### config.mk
export PLATFORM = sky130hd
export DESIGN_NAME = osd_dii_char_sink
export DESIGN_NICKNAME = d
export VERILOG_FILES = /design/src/rtl/osd_dii_char_pkg.sv /design/src/rtl/osd_char_fifo.sv /design/src/rtl/osd_dii_char_sink.sv
export SDC_FILE = /design/constraint.sdc
export NUM_CORES = 1
export LEC_CHECK = 0
export BUFFER_PORTS_ARGS = -buffer_cell sky130_fd_sc_hd__clkbuf_2
export CORE_AREA = 8 8 113 126
export CTS_CLUSTER_DIAMETER = 60
export DETAILED_ROUTE_END_ITERATION = 7
export DIE_AREA = 0 0 121 134
export PLACE_DENSITY = 0.64
export SLEW_MARGIN = 15
export SYNTH_ARGS = -nofsm -noshare
export SYNTH_HDL_FRONTEND = slang
export SYNTH_SLANG_ARGS = --single-unit
export TNS_END_PERCENT = 30
### constraint.sdc
create_clock -name clk -period 5.7 [get_ports clk]
set_clock_uncertainty 0.05 [all_clocks]
set_input_delay 1.14 -clock clk [delete_from_list [all_inputs] [get_ports clk]]
set_output_delay 1.14 -clock clk [all_outputs]
set_load 0.05 [all_outputs]
### src/rtl/osd_dii_char_pkg.sv
// Shared constants for the DII character sink: header fields and parser states.
package osd_dii_char_pkg;

   localparam logic [1:0] TYPE_EVENT = 2'b10;

   localparam int HDR_TYPE_MSB = 15;
   localparam int HDR_TYPE_LSB = 14;
   localparam int HDR_SUB_MSB  = 13;
   localparam int HDR_SUB_LSB  = 10;

   typedef enum logic [2:0] {
      DEST    = 3'd0,
      SRC     = 3'd1,
      HDR     = 3'd2,
      PAYLOAD = 3'd3,
      DROP    = 3'd4
   } state_e;

endpackage

### src/rtl/osd_char_fifo.sv
// Synchronous FIFO with a registered head-of-queue output.
module osd_char_fifo #(
   parameter int WIDTH = 8,
   parameter int DEPTH = 8
) (
   input  logic             clk,
   input  logic             rst,
   input  logic             i_push,
   input  logic [WIDTH-1:0] i_wdata,
   input  logic             i_pop,
   output logic [WIDTH-1:0] o_rdata,
   output logic             o_full,
   output logic             o_empty
);

   localparam int AW = $clog2(DEPTH);

   logic [WIDTH-1:0] r_mem [DEPTH];
   logic [AW:0]      r_wr;
   logic [AW:0]      r_rd;
   logic [WIDTH-1:0] r_rdata;
   logic [AW:0]      w_rd_nxt;
   logic             w_push_ok;
   logic             w_pop_ok;

   assign o_empty   = (r_wr == r_rd);
   assign o_full    = (r_wr[AW] != r_rd[AW]) &&
                      (r_wr[AW-1:0] == r_rd[AW-1:0]);
   assign w_push_ok = i_push & ~o_full;
   assign w_pop_ok  = i_pop & ~o_empty;
   assign w_rd_nxt  = r_rd + {{AW{1'b0}}, w_pop_ok};
   assign o_rdata   = r_rdata;

   always_ff @(posedge clk) begin
      if (w_push_ok)
         r_mem[r_wr[AW-1:0]] <= i_wdata;
   end

   // Head register: bypass the write when it lands on the next read slot,
   // and read as zero whenever the queue drains.
   always_ff @(posedge clk) begin
      if (rst) begin
         r_wr    <= '0;
         r_rd    <= '0;
         r_rdata <= '0;
      end else begin
         if (w_push_ok)
            r_wr <= r_wr + 1'b1;
         r_rd <= w_rd_nxt;
         if (w_push_ok && (r_wr[AW-1:0] == w_rd_nxt[AW-1:0]))
            r_rdata <= i_wdata;
         else if (w_pop_ok && (w_rd_nxt == r_wr))
            r_rdata <= '0;
         else if (w_pop_ok)
            r_rdata <= r_mem[w_rd_nxt[AW-1:0]];
      end
   end

endmodule

### src/rtl/osd_dii_char_sink.sv
// Debug-ring endpoint: parses DII packets and streams event payload chars.
module osd_dii_char_sink
   import osd_dii_char_pkg::*;
#(
   parameter int DEPTH = 8
) (
   input  logic        clk,
   input  logic        rst,
   input  logic [9:0]  i_id,
   input  logic [15:0] i_debug_in_data,
   input  logic        i_debug_in_last,
   input  logic        i_debug_in_valid,
   output logic        o_debug_in_ready,
   output logic [7:0]  o_out_char,
   output logic        o_out_valid,
   input  logic        i_out_ready,
   output logic [15:0] o_pkt_count,
   output logic [15:0] o_drop_count
);

   state_e      r_state;
   logic        r_match;
   logic [15:0] r_pkt_count;
   logic [15:0] r_drop_count;

   state_e      w_state_nxt;
   logic        w_match_nxt;
   logic        w_pkt_inc;
   logic        w_drop_inc;
   logic        w_push;
   logic        w_xfer;
   logic        w_full;
   logic        w_empty;
   logic        w_is_event;

   assign o_debug_in_ready = (r_state == PAYLOAD) ? ~w_full : 1'b1;
   assign w_xfer     = i_debug_in_valid & o_debug_in_ready;
   assign w_is_event = r_match &&
      (i_debug_in_data[HDR_TYPE_MSB:HDR_TYPE_LSB] == TYPE_EVENT);

   always_comb begin
      w_state_nxt = r_state;
      w_match_nxt = r_match;
      w_pkt_inc   = 1'b0;
      w_drop_inc  = 1'b0;
      w_push      = 1'b0;
      if (w_xfer) begin
         unique case (r_state)
            DEST: begin
               if (i_debug_in_last) begin
                  w_drop_inc = 1'b1;
               end else begin
                  w_match_nxt = (i_debug_in_data == {6'b0, i_id});
                  w_state_nxt = SRC;
               end
            end
            SRC: begin
               w_state_nxt = i_debug_in_last ? DEST : HDR;
               w_drop_inc  = i_debug_in_last;
            end
            HDR: begin
               if (i_debug_in_last) begin
                  w_state_nxt = DEST;
                  w_pkt_inc   = w_is_event;
                  w_drop_inc  = ~w_is_event;
               end else begin
                  w_state_nxt = w_is_event ? PAYLOAD : DROP;
               end
            end
            PAYLOAD: begin
               w_push    = 1'b1;
               w_pkt_inc = i_debug_in_last;
               if (i_debug_in_last)
                  w_state_nxt = DEST;
            end
            DROP: begin
               w_drop_inc = i_debug_in_last;
               if (i_debug_in_last)
                  w_state_nxt = DEST;
            end
            default: w_state_nxt = DEST;
         endcase
      end
   end

   always_ff @(posedge clk) begin
      if (rst) begin
         r_state      <= DEST;
         r_match      <= 1'b0;
         r_pkt_count  <= '0;
         r_drop_count <= '0;
      end else begin
         r_state <= w_state_nxt;
         r_match <= w_match_nxt;
         if (w_pkt_inc && (r_pkt_count != 16'hffff))
            r_pkt_count <= r_pkt_count + 16'd1;
         if (w_drop_inc && (r_drop_count != 16'hffff))
            r_drop_count <= r_drop_count + 16'd1;
      end
   end

   osd_char_fifo #(
      .WIDTH (8),
      .DEPTH (DEPTH)
   ) u_fifo (
      .clk     (clk),
      .rst     (rst),
      .i_push  (w_push),
      .i_wdata (i_debug_in_data[7:0]),
      .i_pop   (i_out_ready),
      .o_rdata (o_out_char),
      .o_full  (w_full),
      .o_empty (w_empty)
   );

   assign o_out_valid  = ~w_empty;
   assign o_pkt_count  = r_pkt_count;
   assign o_drop_count = r_drop_count;

endmodule

==> impl_metrics.yaml, run 1 <==
clocking:
  cts_resized: 0
  cts_buffers: 17
  worstSkewPairLatency_ns: 0.41
  root_buffer: "clkbuf_16"
  cts.htree.levels: 4
  clk_path_buf_depth: 2
  cts_tree: "built"
  cts_setup_buffers: 0
  clock_sinks: 116
  clk_pin_slew_worst_paths_ns: 0.05
  ctsHoldBuffers: 0
setup_path:
  critPathCaptureType: "primary output"
  crit_required_ns: 4.51
  startpoint_type: "flop"
  path_max_fanout: 10
  arrival_ns: 2.57
  path_class: "reg -> out"
power_and_ir_drop:
  p_sw_frac: 0.1944
  pwr-share-clk: 0.535
  p_leak_nw: 2.314
  p_int_mw: 1.633
  power_frac_seq: 0.438
  pwr_density_cell_nw_per_um2: 315.4
  ir_drop_mv: 0.1667
  combPwrFrac: 0.027
  p_sw_uw: 394.0
floorplan:
  die_area_sq_um: 16210
  initial_utilization: 0.4375
  core-area_sq_um: 12210
  ios: 73
  die_y_um: 134
  die_w_um: 121
  rows: 43
timing:
  final_max_slew_viol_count: 0
  fmax_mhz: 266.2
  tns_ns: 0
  setup_viol: 0
  slew_headroom: 0.2687
  rsz0062_at_grt: "false"
  period_share: 0.6589
  layout_min_cycle_time_ns: 3.756
  worstMarginPinSlew_ns: 1.093
  hold_viol: 0
synth:
  syn_inst: 438
  synth_area_per_cell_sq_um: 12.20
  synth_cell_types: 54
  synth_seq_cells: 116
  synth.cell_area_sq_um: 5343
  ys_seq_area_frac: 0.5546
  synth_nets: 474
  ys_warn_count: 0
route:
  vias_per_cell: 5.568
  drt_iter0_drc: 204
  routed-via-count: 3786
  routed_wl_mm: 12.15
  post_drt_wl_per_cell_um: 17.87
  ant_nets: 0
  drc: 0
  first_pass_iters: 5
final_layout:
  fillCellCount: 1058
  fin_util: 0.5262
  synthToLayoutAreaGrowth_pct: 20.28
  multi_input_area_sq_um: 2256
  layout.area.seq_sq_um: 2963
  layout_common_cells: "clkbuf_2 (72), edfxtp_1 (64), dfxtp_1 (52)"
  drive_gt1_frac: 0.3040
  final_common_cell: "clkbuf_2"
  n_antenna_cell: 0
  nets: 546
status:
  status: "finished clean"
hold_path:
  hold_path.class: "reg -> reg"
global_route:
  grt_start_max_net_pins: 36
  overflow: 0
  antenna_found_initial: 0
  grt_pass1_wl_mm: 19.18
  grt.total_usage: 0.1526
  grt_pass1_vias: 3761
flow_run:
  maxCapViolations: 0
placed_design:
  place_congestion: 0.8330
  dp_hpwl_mm: 8.186
  port_buffers: 72
[cell usage after synthesis, drive strengths merged]
| library cell | count | area (sq um) |
|---|---|---|
| and3 | 6 | 37.54 |
| nand4 | 15 | 93.84 |
| nor3 | 15 | 75.07 |
| and3b | 2 | 17.52 |
| ha | 5 | 62.56 |
| clkbuf | 11 | 42.54 |
| o2111ai | 1 | 15.01 |
| o2111a | 1 | 11.26 |
| dfxtp | 52 | 1041 |
| nand2b | 4 | 25.02 |
| and4 | 5 | 43.79 |
| nand2 | 18 | 67.56 |
| mux4 | 16 | 360.4 |
| o311ai | 2 | 17.52 |
| and2 | 5 | 31.28 |
| a21oi | 28 | 166.4 |
| o41ai | 2 | 25.03 |
| nor2 | 32 | 120.1 |
| mux2 | 15 | 168.9 |
| a221oi | 8 | 70.07 |
| nand4b | 1 | 8.760 |
| or2 | 2 | 12.51 |
| xnor2 | 12 | 105.1 |
| o31ai | 4 | 30.03 |
| or4 | 3 | 22.52 |
| inv | 6 | 22.52 |
| xor3 | 1 | 23.77 |
| mux2i | 1 | 10.01 |
| nor4b | 1 | 8.760 |
| or4b | 1 | 10.01 |
| o211ai | 1 | 21.27 |
| buf | 10 | 73.81 |
| nand3b | 2 | 15.01 |
| or2b | 1 | 7.510 |
| edfxtp | 64 | 1922 |
| nor2b | 9 | 56.30 |
| nand3 | 13 | 65.06 |
| or3 | 17 | 108.9 |
| xor2 | 12 | 105.1 |
| o211a | 1 | 10.01 |
| o21ai | 23 | 137.6 |
| nor4 | 8 | 56.30 |
| or3b | 2 | 17.52 |
[sequential cells by signal (all words and copies together), names as in the netlist]
name and cells:
u_fifo.r_rd 4, o_drop_count 16, u_fifo.o_rdata 8, o_pkt_count 16
u_fifo.r_mem 64, r_match 1, r_state 3, u_fifo.r_wr 4
[worst max-delay path: stages, from the launching register on]
cell and delay [ns]:
dfxtp_1 0.53, xor2_1 0.17, or4_1 0.77, or2_2 0.43, clkbuf_2 0.25
[metrics by stage]
step | std cells | hold slack [ns] | cell area [sq um] | total power, mW | setup slack [ns]
after floorplan | 438 | 0.4209 | 5343 | 0.9324 | 2.101
after global placement | 648 | 0.4329 | 5808 | 0.9573 | 1.746
after detailed placement | 648 | 0.4472 | 5808 | 0.9591 | 1.664
after CTS | 680 | 0.4557 | 6421 | 2.044 | 1.910
after global routing | 680 | 0.4749 | 6426 | 2.082 | 1.599
final | 680 | 0.4578 | 6426 | 2.027 | 1.944
[cell type report]
| type | count | area share |
|---|---|---|
| flip-flops and latches | 116 | 0.4611 |
| multi-input cells | 295 | 0.3511 |
| clock buffers | 22 | 0.07535 |
| repair buffers | 74 | 0.05841 |
| well taps | 157 | 0.03057 |
| clock inverters | 10 | 0.02005 |
| inverters | 6 | 0.003505 |
[layer usage]
layer	vias to the layer above	global-route usage	wire length (um)	share of wire
met5	-	0	0	0
met4	0	0.07366	151	0.012
met3	14	0.04161	599	0.049
met2	104	0.2539	6129	0.50
met1	1838	0.1775	5270	0.43
li1	1830	-	-	-
[cells by family after synthesis]
logic type               after synthesis  synth area share
XOR/XNOR                              25           0.04379
buffers and inverters                 27           0.02599
AND/OR/NAND/NOR                      162            0.1686
AO/OA/AOI/OAI                         71           0.09438
multiplexers                          32            0.1009
adder cells (fa/ha/maj)                5           0.01171
flip-flops                           116            0.5546
[power by group through the flow]
stage	clock network [mW]	logic (mW)	registers (mW)
after detailed placement	0	0.0550	0.904
after global placement	0	0.0534	0.904
after global routing	1.14	0.0602	0.887
after floorplan	0	0.0264	0.906
after CTS	1.10	0.0551	0.887
final	1.08	0.0548	0.887
[final timing paths]
kind / startpoint / end / slack [ns] / depth (start not counted)
max reg2reg: u_fifo.r_wr[1] / u_fifo.o_rdata[5] / 1.96 / 9
min reg2reg: o_pkt_count[12] / o_pkt_count[12] / 0.46 / 2
min: o_pkt_count[12] / o_pkt_count[12] / 0.46 / 2
max: u_fifo.r_wr[1] / o_debug_in_ready / 1.94 / 4
No activity file was read; power rests on OpenSTA's default activity.
==> run 2, diff against run 1 <==
==> constraint.sdc (replaced) <==
create_clock -name clk -period 3.59 [get_ports clk]
set_clock_uncertainty 0.05 [all_clocks]
set_input_delay 0.718 -clock clk [delete_from_list [all_inputs] [get_ports clk]]
set_output_delay 0.718 -clock clk [all_outputs]
set_load 0.05 [all_outputs]
==> run 2 against run 1 <==
Hold slack lost 0.0071 ns. Clock-buffer cell count unchanged. Power grew 54%. Setup slack worse by 1.5 ns. Combinational power rose by 59%. Cell count rose by 2.1%. First-iteration DRC count up 24%. Wire length about the same. Critical endpoint is now u_fifo.o_rdata[6].
==> impl_metrics.yaml, run 2 (synthesized netlist as in run 1, its figures left out) <==
status:
  status: "finished clean"
clocking:
  cts_setup_buffers: 0
  cts_resized: 0
  root_buffer: "clkbuf_16"
  clock_sinks: 116
  ctsHoldBuffers: 0
  cts.htree.levels: 4
  cts_buffers: 17
  clk_path_buf_depth: 2
  worstSkewPairLatency_ns: 0.41
  clk_pin_slew_worst_paths_ns: 0.05
  cts_tree: "built"
setup_path:
  crit_buf_inv: 2
  slowest_stage: "mux4_2"
  crit_required_ns: 3.78
  startpoint_type: "flop"
  worstPathCellList: "xor2_1 -> o41ai_4 -> inv_1 -> ha_1 -> buf_4 -> mux4_2 -> mux2_2 -> a221oi_1 -> nor3_1"
  arrival_ns: 3.35
  max_stage_delay_ns: 0.55
  critPathCaptureType: "flop"
  path_class: "reg -> reg"
  crit_family: "multiplexers"
  path_max_fanout: 18
global_route:
  grt_start_max_net_pins: 45
  overflow: 0
  grt.total_usage: 0.1568
  grt_pass1_vias: 3853
  grt_pass1_wl_mm: 19.82
  antenna_found_initial: 0
timing:
  rsz0062_at_grt: "false"
  hold_viol: 0
  final_max_slew_viol_count: 0
  period_share: 0.8793
  tns_ns: 0
  worstMarginPinSlew_ns: 0.8900
  slew_headroom: 0.4067
  layout_min_cycle_time_ns: 3.157
  setup_viol: 0
  fmax_mhz: 316.8
final_layout:
  multi_input_area_sq_um: 2252
  layout_common_cells: "clkbuf_2 (72), edfxtp_1 (64), dfxtp_1 (52)"
  largest_reg_flops: 64
  fillCellCount: 1019
  fin_util: 0.5318
  final_common_cell: "clkbuf_2"
  drive_gt1_frac: 0.3128
  synthToLayoutAreaGrowth_pct: 21.57
  nets: 560
  n_antenna_cell: 0
  layout.area.seq_sq_um: 2963
power_and_ir_drop:
  combPwrFrac: 0.028
  p_leak_nw: 2.366
  pwr_density_cell_nw_per_um2: 480.3
  pwr-share-clk: 0.520
  ir_drop_mv: 0.2653
  p_int_mw: 2.504
  p_sw_frac: 0.1974
  power_frac_seq: 0.452
  p_sw_uw: 615.8
floorplan:
  die_area_sq_um: 16210
  initial_utilization: 0.4375
  ios: 73
  die_w_um: 121
  die_y_um: 134
  rows: 43
  core-area_sq_um: 12210
route:
  drc: 0
  first_pass_iters: 4
  post_drt_wl_per_cell_um: 17.51
  vias_per_cell: 5.542
  drt_iter0_drc: 252
  routed-via-count: 3846
  ant_nets: 0
  routed_wl_mm: 12.15
flow_run:
  maxCapViolations: 0
placed_design:
  port_buffers: 72
  place_congestion: 0.7940
  dp_hpwl_mm: 8.763
hold_path:
  hold_path.class: "reg -> reg"
run 2: path summary, 6_finish.rpt:
check | from | to | slack (ns) | cells past startpoint
worst max-delay path | u_fifo.r_wr[1] | u_fifo.o_rdata[6] | 0.43 | 9
worst min-delay path | o_pkt_count[6] | o_pkt_count[6] | 0.45 | 2
worst max register to register | u_fifo.r_wr[1] | u_fifo.o_rdata[6] | 0.43 | 9
worst min register to register | o_pkt_count[6] | o_pkt_count[6] | 0.45 | 2
run 2: per-stage QoR:
stage	cells	area (sq um)	hold slack [ns]	worst slack (ns)	total power, mW
floorplan	438	5354	0.4209	0.1406	1.481
global placement	662	5914	0.4320	0.5034	1.521
detailed placement	662	5914	0.4418	0.3966	1.524
CTS	694	6495	0.4488	0.3925	3.152
global route	694	6495	0.4786	0.2299	3.213
finish	694	6495	0.4506	0.4334	3.119
run 2: power groups by stage:
stage               clock, mW  sequential, mW  combinational [mW]
floorplan                   0            1.44              0.0421
global placement            0            1.44              0.0854
detailed placement          0            1.44              0.0888
CTS                      1.65            1.41              0.0888
global route             1.71            1.41              0.0967
finish                   1.62            1.41              0.0872
run 2: metal layers:
metal / global-route usage / part of all wire / vias to the layer above
met2: 0.2588 / 0.51 / 90
met1: 0.1858 / 0.43 / 1882
li1: - / - / 1860
met5: 0 / 0 / -
met3: 0.04372 / 0.046 / 14
met4: 0.06949 / 0.014 / 0
run 2: area by class of cell:
cell class	count	share of cell area
clock buffers	22	0.07301
clock inverters	10	0.01637
inverters	6	0.003468
multi-input cells	295	0.3468
flip-flops and latches	116	0.4562
well taps	157	0.03024
repair buffers	88	0.07397
run 2: worst reg2reg max path: stages (launching register included):
cell and delay, ns:
dfxtp_1 0.49, xor2_1 0.19, o41ai_4 0.37, inv_1 0.08, ha_1 0.27, buf_4 0.33
mux4_2 0.57, mux2_2 0.28, a221oi_1 0.29, nor3_1 0.08
==> run 3, diff against run 2 <==
==> constraint.sdc (replaced) <==
create_clock -name clk -period 3.8 [get_ports clk]
set_clock_uncertainty 0.05 [all_clocks]
set_input_delay 0.76 -clock clk [delete_from_list [all_inputs] [get_ports clk]]
set_output_delay 0.76 -clock clk [all_outputs]
set_load 0.05 [all_outputs]
==> run 3 against run 2 <==
Register-to-register slack gained 0.07 ns. Critical path depth grew 1. Clock power is essentially flat. Combinational power shrank 5.2%. Critical path type unchanged. Design area grew 0.15%. Fmax shrank 4.2%. Largest power group unchanged. Clock-buffer cell count shrank 4. Highest routed layer unchanged.
==> impl_metrics.yaml, run 3 (synthesized netlist as in run 1, its figures left out) <==
global_route:
  antenna_found_initial: 0
  grt_start_max_net_pins: 45
  grt_pass1_wl_mm: 20.00
  overflow: 0
  grt.total_usage: 0.1582
  grt_pass1_vias: 3903
route:
  routed-via-count: 3876
  vias_per_cell: 5.601
  first_pass_iters: 4
  routed_wl_mm: 12.44
  drc: 0
  drt_iter0_drc: 203
  ant_nets: 0
  post_drt_wl_per_cell_um: 17.97
timing:
  layout_min_cycle_time_ns: 3.295
  fmax_mhz: 303.5
  tns_ns: 0
  whs_ns: 0.4522
  worstMarginPinSlew_ns: 0.9669
  period_share: 0.8671
  final_max_slew_viol_count: 0
  hold_viol: 0
  rsz0062_at_grt: "false"
  setup_ws_ns: 0.5050
  slew_headroom: 0.3554
  setup_viol: 0
setup_path:
  critPathCaptureType: "flop"
  reg2regPathDepth: 10
  path_class: "reg -> reg"
  regToRegEndpoint: "u_fifo.o_rdata[0]"
  slowest_stage: "ha_1"
  worstPathCellList: "xor2_1 -> o41ai_2 -> inv_1 -> ha_1 -> ha_1 -> buf_4 -> mux4_2 -> mux2_2 -> a221oi_1 -> nor3_1"
  path_max_fanout: 10
  cpMostUsedCell: "ha_1"
  crit_required_ns: 4.04
  max_stage_delay_ns: 0.53
  r2r_start: "u_fifo.r_wr[1]"
  startpoint_type: "flop"
  arrival_ns: 3.53
  r2r_setup_slack_ns: 0.50
hold_path:
  holdPathEnd: "o_pkt_count[14]"
  hold_path.class: "reg -> reg"
  holdPathStages: 2
  hold_path_startpoint: "o_pkt_count[14]"
final_layout:
  multi_input_area_sq_um: 2241
  final_common_cell: "clkbuf_2"
  drive_gt1_frac: 0.3178
  fin_util: 0.5326
  nets: 558
  n_antenna_cell: 0
  fillCellCount: 1044
  layout_common_cells: "clkbuf_2 (72), edfxtp_1 (64), dfxtp_1 (52)"
  synthToLayoutAreaGrowth_pct: 21.76
  layout.area.seq_sq_um: 2963
  largest_reg_flops: 64
power_and_ir_drop:
  p_leak_nw: 2.358
  pwr_density_cell_nw_per_um2: 470.5
  ir_drop_mv: 0.2967
clocking:
  cts_tree: "built"
  worstSkewPairLatency_ns: 0.41
  clk_path_buf_depth: 2
  clock_sinks: 116
  root_buffer: "clkbuf_16"
  cts_setup_buffers: 0
  ctsHoldBuffers: 0
  cts.htree.levels: 4
  clk_pin_slew_worst_paths_ns: 0.06
  cts_buffers: 17
  cts_resized: 0
floorplan:
  die_area_sq_um: 16210
  die_w_um: 121
  die_y_um: 134
  initial_utilization: 0.4375
  rows: 43
  ios: 73
  core-area_sq_um: 12210
flow_run:
  maxCapViolations: 0
status:
  status: "finished clean"
placed_design:
  port_buffers: 72
  place_congestion: 0.8168
  dp_hpwl_mm: 8.627
  place_worst_setup_slack_ns: 0.5210
-- run 3: cell count changes in the layout (fill, tap and decap cells not counted), moves of 2 or more --
cell,before,now
clkinvlp_4,2,4
clkbuf_1,2,0
clkbuf_8,3,1
clkinv_4,1,3
clkinv_1,2,0
buf_4,16,14
clkinv_2,3,1
inv_6,0,3
-- run 3: report_power, final --
| group | switching, mW | total (mW) | internal, mW |
|---|---|---|---|
| Sequential | 0.00483 | 1.33 | 1.33 |
| Combinational | 0.0520 | 0.0827 | 0.0307 |
| Clock | 0.593 | 1.65 | 1.06 |
-- run 3: layer usage --
layer,track usage,vias to the layer above,part of all wire
li1,-,1856,-
met1,0.1902,1894,0.43
met2,0.2616,110,0.50
met3,0.04624,16,0.057
met4,0.05907,0,0.014
met5,0,-,0
-- run 3: through the flow --
step	cell area (sq um)	total power, mW	instances
2_1_floorplan	5343	1.399	438
3_3_place_gp	5888	1.437	660
3_5_place_dp	5888	1.440	660
4_1_cts	6505	3.084	692
5_1_grt	6505	3.149	692
6_report	6505	3.061	692
-- run 3: cell type report --
cell class,count,share of cell area
clock buffers,18,0.06751
clock inverters,14,0.02731
inverters,6,0.003462
multi-input cells,295,0.3445
flip-flops and latches,116,0.4555
well taps,157,0.03020
repair buffers,86,0.07155
-- run 3: worst max-delay path: cells and delay by family, from the launching register on --
kind / cells / cell delay (ns)
flops: 1 / 0.50
fa+ha+maj: 2 / 0.74
compound gates: 2 / 0.67
simple gates: 1 / 0.08
xor+xnor: 1 / 0.17
mux: 2 / 0.58
buf+inv: 2 / 0.38
-- run 3: worst max-delay path by stage --
stage / from / depth (start not counted) / end
final: u_fifo.r_wr[1] / 10 / u_fifo.o_rdata[0]
after global routing: u_fifo.r_wr[1] / 10 / u_fifo.o_rdata[3]
after CTS: u_fifo.r_wr[1] / 10 / u_fifo.o_rdata[0]
after detailed placement: u_fifo.r_wr[1] / 10 / u_fifo.o_rdata[0]
after global placement: u_fifo.r_wr[1] / 10 / u_fifo.o_rdata[6]
after floorplan: u_fifo.r_wr[1] / 12 / u_fifo.o_rdata[0]
